**src/rtl/tg_pkg.sv**
```systemverilog
// Shared types for the PE traffic generator: packet layout, FSM states, LFSR taps.
// Node count comes from the global `NODES macro (defaults to 16 when not set).
`ifndef NODES
`define NODES 16
`endif

package tg_pkg;

  localparam int TG_NODES = `NODES;
  localparam int DEST_W   = (TG_NODES > 1) ? $clog2(TG_NODES) : 1;

  // Fibonacci taps for x^16 + x^14 + x^13 + x^11 + 1 (bits 15, 13, 12, 10)
  localparam logic [15:0] LFSR_TAPS = 16'hB400;

  typedef enum logic [1:0] {
    IDLE  = 2'd0,
    RUN   = 2'd1,
    DRAIN = 2'd2,
    DONE  = 2'd3
  } tg_state_t;

  typedef struct packed {
    logic [DEST_W-1:0] dest;
    logic [DEST_W-1:0] src;
    logic [15:0]       seq;
    logic [15:0]       ts;
  } packet_t;

  // One LFSR step: shift left, feedback is the XOR of the tapped bits
  function automatic logic [15:0] lfsr_step(input logic [15:0] v);
    return {v[14:0], ^(v & LFSR_TAPS)};
  endfunction

endpackage

```
**src/rtl/tg_fifo.sv**
```systemverilog
// Synchronous packet FIFO with a registered head word and registered full flag.
// The head register is loaded with the element that will be at the read pointer
// after this edge, so an empty->push shows valid data one cycle later and the
// head stays stable while no pop occurs.
module tg_fifo
  import tg_pkg::*;
#(
  parameter int DEPTH = 4
) (
  input  logic    clk,
  input  logic    reset,
  input  logic    i_push,
  input  packet_t i_data,
  input  logic    i_pop,
  output packet_t o_head,
  output logic    o_head_val,
  output logic    o_full
);

  localparam int AW = $clog2(DEPTH);
  localparam int CW = AW + 1;

  packet_t       r_mem [DEPTH];
  logic [AW-1:0] r_wr_ptr;
  logic [AW-1:0] r_rd_ptr;
  logic [CW-1:0] r_count;
  packet_t       r_head;
  logic          r_head_val;
  logic          r_full;

  logic          w_push;
  logic          w_pop;
  logic [AW-1:0] w_rd_ptr_next;
  logic [CW-1:0] w_count_next;
  packet_t       w_head_next;

  // A full FIFO refuses the push even if the head is popped in the same cycle
  assign w_push = i_push && !r_full;
  assign w_pop  = i_pop && r_head_val;

  // Next occupancy, next read pointer and the word that becomes the head
  always_comb begin
    w_rd_ptr_next = r_rd_ptr + AW'(w_pop);
    w_count_next  = r_count;
    if (w_push && !w_pop) begin
      w_count_next = r_count + CW'(1);
    end else if (!w_push && w_pop) begin
      w_count_next = r_count - CW'(1);
    end
    if (w_count_next == '0) begin
      w_head_next = '0;
    end else if (w_push && (r_wr_ptr == w_rd_ptr_next)) begin
      w_head_next = i_data;
    end else begin
      w_head_next = r_mem[w_rd_ptr_next];
    end
  end

  // Storage write; contents are only read at valid positions, so no reset needed
  always_ff @(posedge clk) begin
    if (w_push) begin
      r_mem[r_wr_ptr] <= i_data;
    end
  end

  // Pointers, occupancy, flags and head register
  always_ff @(posedge clk) begin
    if (reset) begin
      r_wr_ptr   <= '0;
      r_rd_ptr   <= '0;
      r_count    <= '0;
      r_head     <= '0;
      r_head_val <= 1'b0;
      r_full     <= 1'b0;
    end else begin
      if (w_push) begin
        r_wr_ptr <= r_wr_ptr + AW'(1);
      end
      r_rd_ptr   <= w_rd_ptr_next;
      r_count    <= w_count_next;
      r_head     <= w_head_next;
      r_head_val <= (w_count_next != '0);
      r_full     <= (w_count_next == CW'(DEPTH));
    end
  end

  assign o_head     = r_head;
  assign o_head_val = r_head_val;
  assign o_full     = r_full;

endmodule

```
**src/rtl/pe_traffic_gen.sv**
```systemverilog
// Per-node packet source for one PE injection port of the network.
// Generates PKT_LIMIT packets at one per RATE_PERIOD cycles with LFSR-chosen
// destinations, queues them in tg_fifo and injects on o_data_val && i_en.
// Optional build macro TG_TIMESTAMP_EN: stamps packets with a free-running
// 16-bit cycle counter; without it the ts field is zero.
module pe_traffic_gen
  import tg_pkg::*;
#(
  parameter int          NODE_ID     = 0,
  parameter int          NODES       = 16,
  parameter int          PKT_LIMIT   = 64,
  parameter int          RATE_PERIOD = 8,
  parameter int          FIFO_DEPTH  = 4,
  parameter logic [15:0] LFSR_SEED   = 16'hACE1
) (
  input  logic        clk,
  input  logic        reset,
  input  logic        i_start,
  input  logic        i_en,
  output packet_t     o_data,
  output logic        o_data_val,
  output logic [15:0] o_sent_cnt,
  output logic [15:0] o_drop_cnt,
  output logic        o_busy,
  output logic        o_done
);

  localparam int RC_W = (RATE_PERIOD > 1) ? $clog2(RATE_PERIOD) : 1;

  tg_state_t     r_state;
  tg_state_t     w_state_next;
  logic          w_start_run;
  logic [RC_W-1:0] r_rate_cnt;
  logic [15:0]   r_gen_cnt;
  logic [15:0]   r_sent_cnt;
  logic [15:0]   r_drop_cnt;
  logic [15:0]   r_lfsr;
  logic [15:0]   w_lfsr_next;
  logic          w_tick;
  logic          w_pop;
  logic          w_fifo_full;
  logic          w_fifo_val;
  int            w_dest_int;
  logic [15:0]   w_ts;
  packet_t       w_pkt;

  assign w_tick      = (r_state == RUN) && (r_rate_cnt == RC_W'(RATE_PERIOD - 1));
  assign w_pop       = w_fifo_val && i_en;
  assign w_lfsr_next = lfsr_step(r_lfsr);

  // FSM state register
  always_ff @(posedge clk) begin
    if (reset) begin
      r_state <= IDLE;
    end else begin
      r_state <= w_state_next;
    end
  end

  // FSM next state; i_start only matters in IDLE and DONE
  always_comb begin
    w_state_next = r_state;
    w_start_run  = 1'b0;
    case (r_state)
      IDLE, DONE: begin
        if (i_start) begin
          w_state_next = RUN;
          w_start_run  = 1'b1;
        end
      end
      RUN: begin
        if (w_tick && (r_gen_cnt == 16'(PKT_LIMIT - 1))) begin
          w_state_next = DRAIN;
        end
      end
      DRAIN: begin
        if (!w_fifo_val) begin
          w_state_next = DONE;
        end
      end
      default: w_state_next = IDLE;
    endcase
  end

  // Rate counter runs only in RUN and restarts on every run entry
  always_ff @(posedge clk) begin
    if (reset || w_start_run) begin
      r_rate_cnt <= '0;
    end else if (r_state == RUN) begin
      r_rate_cnt <= w_tick ? '0 : r_rate_cnt + RC_W'(1);
    end
  end

  // Generated count doubles as the packet sequence number
  always_ff @(posedge clk) begin
    if (reset || w_start_run) begin
      r_gen_cnt <= '0;
    end else if (w_tick) begin
      r_gen_cnt <= r_gen_cnt + 16'd1;
    end
  end

  // LFSR reseeds only on reset, so a restart continues the sequence
  always_ff @(posedge clk) begin
    if (reset) begin
      r_lfsr <= LFSR_SEED;
    end else if (w_tick) begin
      r_lfsr <= w_lfsr_next;
    end
  end

  // Sent count follows the network handshake
  always_ff @(posedge clk) begin
    if (reset || w_start_run) begin
      r_sent_cnt <= '0;
    end else if (w_pop) begin
      r_sent_cnt <= r_sent_cnt + 16'd1;
    end
  end

  // Drop count uses the registered full flag, matching the FIFO's push refusal
  always_ff @(posedge clk) begin
    if (reset || w_start_run) begin
      r_drop_cnt <= '0;
    end else if (w_tick && w_fifo_full && (r_drop_cnt != 16'hFFFF)) begin
      r_drop_cnt <= r_drop_cnt + 16'd1;
    end
  end

  // Destination from the stepped LFSR, skipping this node itself
  always_comb begin
    w_dest_int = int'(w_lfsr_next[DEST_W-1:0]) % NODES;
    if (w_dest_int == NODE_ID) begin
      w_dest_int = (w_dest_int + 1) % NODES;
    end
  end

`ifdef TG_TIMESTAMP_EN
  logic [15:0] r_cycle_cnt;

  // Free-running timestamp source
  always_ff @(posedge clk) begin
    if (reset) begin
      r_cycle_cnt <= '0;
    end else begin
      r_cycle_cnt <= r_cycle_cnt + 16'd1;
    end
  end

  assign w_ts = r_cycle_cnt;
`else
  assign w_ts = '0;
`endif

  assign w_pkt.dest = DEST_W'(w_dest_int);
  assign w_pkt.src  = DEST_W'(NODE_ID);
  assign w_pkt.seq  = r_gen_cnt;
  assign w_pkt.ts   = w_ts;

  tg_fifo #(
    .DEPTH (FIFO_DEPTH)
  ) u_fifo (
    .clk        (clk),
    .reset      (reset),
    .i_push     (w_tick),
    .i_data     (w_pkt),
    .i_pop      (w_pop),
    .o_head     (o_data),
    .o_head_val (w_fifo_val),
    .o_full     (w_fifo_full)
  );

  assign o_data_val = w_fifo_val;
  assign o_sent_cnt = r_sent_cnt;
  assign o_drop_cnt = r_drop_cnt;
  assign o_busy     = (r_state == RUN) || (r_state == DRAIN);
  assign o_done     = (r_state == DONE);

endmodule

```
**config.mk**
```make
export PLATFORM = sky130hd
export DESIGN_NAME = pe_traffic_gen
export DESIGN_NICKNAME = d
export VERILOG_FILES = /design/src/rtl/tg_pkg.sv /design/src/rtl/tg_fifo.sv /design/src/rtl/pe_traffic_gen.sv
export SDC_FILE = /design/constraint.sdc
export NUM_CORES = 1
export LEC_CHECK = 0
export CAP_MARGIN = 20
export CORE_MARGIN = 4
export CORE_UTILIZATION = 31
export DETAILED_ROUTE_END_ITERATION = 10
export HOLD_SLACK_MARGIN = 0.03
export PLACE_DENSITY = 0.49
export SLEW_MARGIN = 10
export SYNTH_ARGS = -nofsm -noshare
export SYNTH_HDL_FRONTEND = slang
export SYNTH_SLANG_ARGS = --single-unit
```
**constraint.sdc**
```tcl
create_clock -name clk -period 2.76 [get_ports clk]
set_clock_uncertainty 0.2 [all_clocks]
set_input_delay 0.552 -clock clk [delete_from_list [all_inputs] [get_ports clk]]
set_output_delay 0.552 -clock clk [all_outputs]
set_load 0.01 [all_outputs]
```
==> impl_metrics.env <==
export IMPL_outcome="finished clean"
export IMPL_rr_worst_depth=8
export IMPL_diodes=0
export IMPL_insertion_delay_ns=0.42
export IMPL_cts_root_buf="clkbuf_16"
export IMPL_hold_start="r_lfsr[11]"
export IMPL_cp_required_ns=2.01
export IMPL_hpwl_mm=10.4
export IMPL_cts_tree="yes"
export IMPL_hold_depth=2
export IMPL_p_int_mw=4.80
export IMPL_p_sw_share_pct=26.8
export IMPL_hold_class="reg -> reg"
export IMPL_wire_per_inst_um=15.7
export IMPL_rrSetupSlack_ns=0.34
export IMPL_combPwrFrac_pct=19.4
export IMPL_finalCriticalPeriod_ns=2.60
export IMPL_cts_buffer_depth=2
export IMPL_slew_violations=0
export IMPL_power_leakage_nw=3.27
export IMPL_grt_max_degree=33
export IMPL_instances_no_fill=1026
export IMPL_overflow=0
export IMPL_cap_violations=0
export IMPL_grt_pass1_vias=5028
export IMPL_setup_tns_ns=0
export IMPL_yosys_warnings=0
export IMPL_ctsResizeCount=0
export IMPL_initial_core_util_pct=31.9
export IMPL_synth_top_area_share_pct=31.7
export IMPL_yosysTopAreaCell="edfxtp_1"
export IMPL_die_h_um=164
export IMPL_finalNetCount=715
export IMPL_critPathMaxFanout=4
export IMPL_drc=0
export IMPL_arrival_ns=1.85
export IMPL_cts_sinks=178
export IMPL_ys_ff_latch=178
export IMPL_power_density_nw_per_um2=719
export IMPL_p_seq_share_pct=45.1
export IMPL_worst_pin_slew_ns=0.681
export IMPL_antenna_left=0
export IMPL_fin_area_um2=9130
export IMPL_vias=4857
export IMPL_track_usage_pct=12.5
export IMPL_grt_antenna_before_repair=0
export IMPL_holdBufCountCts=0
export IMPL_clkPwrFrac_pct=35.5
export IMPL_area_growth_pct=20.5
export IMPL_coreArea_um2=23800
export IMPL_max_slew_margin_pct=54.0
export IMPL_rsz0062_at_grt="false"
export IMPL_ios=79
export IMPL_hold_slack_ns=0.250
export IMPL_timing_rr_end="u_fifo.o_head[22]"
export IMPL_avgSynthCellArea_um2=12.2
export IMPL_syn_area_um2=7580
export IMPL_grt_pass1_wl_mm=26.5
export IMPL_place_gp_congestion=0.757
export IMPL_vias_per_cell=4.73
export IMPL_port_buffers=58
export IMPL_routed_wl_mm=16.1
export IMPL_numCtsBuffers=17
export IMPL_drtPass1Iterations=4
export IMPL_drt_initial_drc_count=274
export IMPL_switchingPower_mw=1.76
export IMPL_drive_gt1_share_pct=14.3
export IMPL_cts_setup_buffers=0
export IMPL_syn_inst=621
export IMPL_rows=56
export IMPL_reg2reg_from="r_rate_cnt[0]"
export IMPL_pre_cts_ws_ns=-0.0973
export IMPL_placed_cell_area_um2=8560
export IMPL_yosysUniqueCellTypes=57
export IMPL_worstSetupPathType="reg -> out"
export IMPL_period_share_pct=94.2
export IMPL_yosys_top_cells_area="edfxtp_1, dfxtp_1, mux4_2"
export IMPL_die_w_um=164
export IMPL_worst_slack_ns=0.161
export IMPL_place_inst=994
export IMPL_yosysSeqAreaShare_pct=57.6
export IMPL_startpoint_type="flip-flop"
export IMPL_end_kind="output pin"
export IMPL_hold_end="r_lfsr[12]"
export IMPL_htreeDepth=4
export IMPL_die_area_um2=27000
export IMPL_final_hold_violation_count=0
export IMPL_path_clk_slew_ns=0.07
export IMPL_setup_viol_count_final=0
export IMPL_vdd_drop_max_mv=0.354
export IMPL_fmax_ghz=0.385
==> cell type report <==
class                   count  area [µm²]
multi-input cells         396        2900
clock inverters            12         123
repair buffers             84         838
flip-flops and latches    178        4360
inverters                  17        63.8
fillers                  2255       14600
well taps                 319         399
clock buffers              20         447
==> placed cells by master, fill, tap and decap left out, types with 9 or more instances in the layout <==
cell type,netlist,routed
dfxtp_1,98,98
clkdlybuf4s50_1,0,58
mux4_2,11,11
a21oi_2,19,19
nor2_1,49,49
clkbuf_16,0,17
a21oi_1,27,27
mux4_1,9,9
xnor2_1,25,25
xor2_1,17,17
nand3b_1,9,9
nor4_1,9,9
mux2i_1,21,21
edfxtp_1,80,80
nand2_1,61,61
ha_1,17,17
o21ai_0,15,15
nand3_1,13,13
inv_1,16,16
conb_1,1,20
buf_4,21,21
nand4_1,11,11
==> power groups by stage <==
stage / sequential [mW] / clock (mW) / combinational, mW
final: 2.96 / 2.33 / 1.27
after global routing: 2.97 / 2.52 / 1.39
after CTS: 2.96 / 2.41 / 1.30
after detailed placement: 3.02 / 0 / 1.29
after global placement: 3.02 / 0 / 1.26
after floorplan: 3.04 / 0 / 0.819
==> Yosys cell counts, drive strengths merged <==
master,count
dfxtp,98
edfxtp,80
nand2,62
nor2,50
a21oi,46
buf,31
xnor2,25
mux2i,22
mux4,20
clkbuf,18
ha,17
inv,17
xor2,17
o21ai,15
nand3,13
nand4,11
nand3b,9
nor4,9
or3,8
and2,6
and3,6
and4,6
nor3,6
nor2b,3
a211oi,2
a22oi,2
a311oi,2
a31o,2
a31oi,2
nor3b,2
a2111oi,1
a211o,1
a21o,1
a221o,1
and2b,1
and3b,1
conb,1
mux2,1
nand2b,1
nand4b,1
nor4b,1
o31ai,1
or2,1
xnor3,1
==> per-layer routing <==
layer	part of all wire (%)	track usage (%)	up-vias	wire length, µm
met5	0	0	-	0
met4	1.1	3.81	0	179
met3	4.4	3.29	14	707
met2	46	19.5	102	7330
met1	49	17.2	2401	7860
li1	-	-	2340	-
==> worst max path at each step <==
stage                from                end  slack [ns]  cells past startpoint
2_1_floorplan        i_en  u_fifo.o_head[25]        0.18                      7
3_3_place_gp         i_en  u_fifo.o_head[31]       -0.05                      8
3_5_place_dp         i_en  u_fifo.o_head[30]        -0.1                      8
4_1_cts        r_state[0]             o_busy        0.13                      4
5_1_grt        r_state[0]             o_busy        0.05                      4
6_report       r_state[0]             o_busy        0.16                      4
==> through the flow <==
step	total power, mW	utilization [%]
6_report	6.56	38.4
3_3_place_gp	4.28	36.1
3_5_place_dp	4.31	36.1
2_1_floorplan	3.86	-
4_1_cts	6.67	38.4
5_1_grt	6.88	38.4
==> critical path: stages (launching register included) <==
cell             delay [ns]
dfxtp_1                0.39
inv_1                  0.06
ha_1                   0.33
inv_1                  0.09
clkdlybuf4s50_1        0.56
==> logic make-up after synthesis <==
| logic type | share of synthesized area (%) |
|---|---|
| other cells | 0.0495 |
| xor+xnor | 5.15 |
| flops | 57.6 |
| buf+inv | 5.13 |
| mux | 9.66 |
| fa+ha+maj | 2.81 |
| simple gates | 13.1 |
| compound gates | 6.57 |
==> sequential cells by signal, indices dropped and copies added (netlist names), 3 cells and up <==
signal          count
o_drop_cnt         16
o_sent_cnt         16
r_gen_cnt          16
r_lfsr             16
r_rate_cnt          3
u_fifo.o_head      20
u_fifo.r_count      3
u_fifo.r_mem       80
No activity file was read; power rests on OpenSTA's default activity.
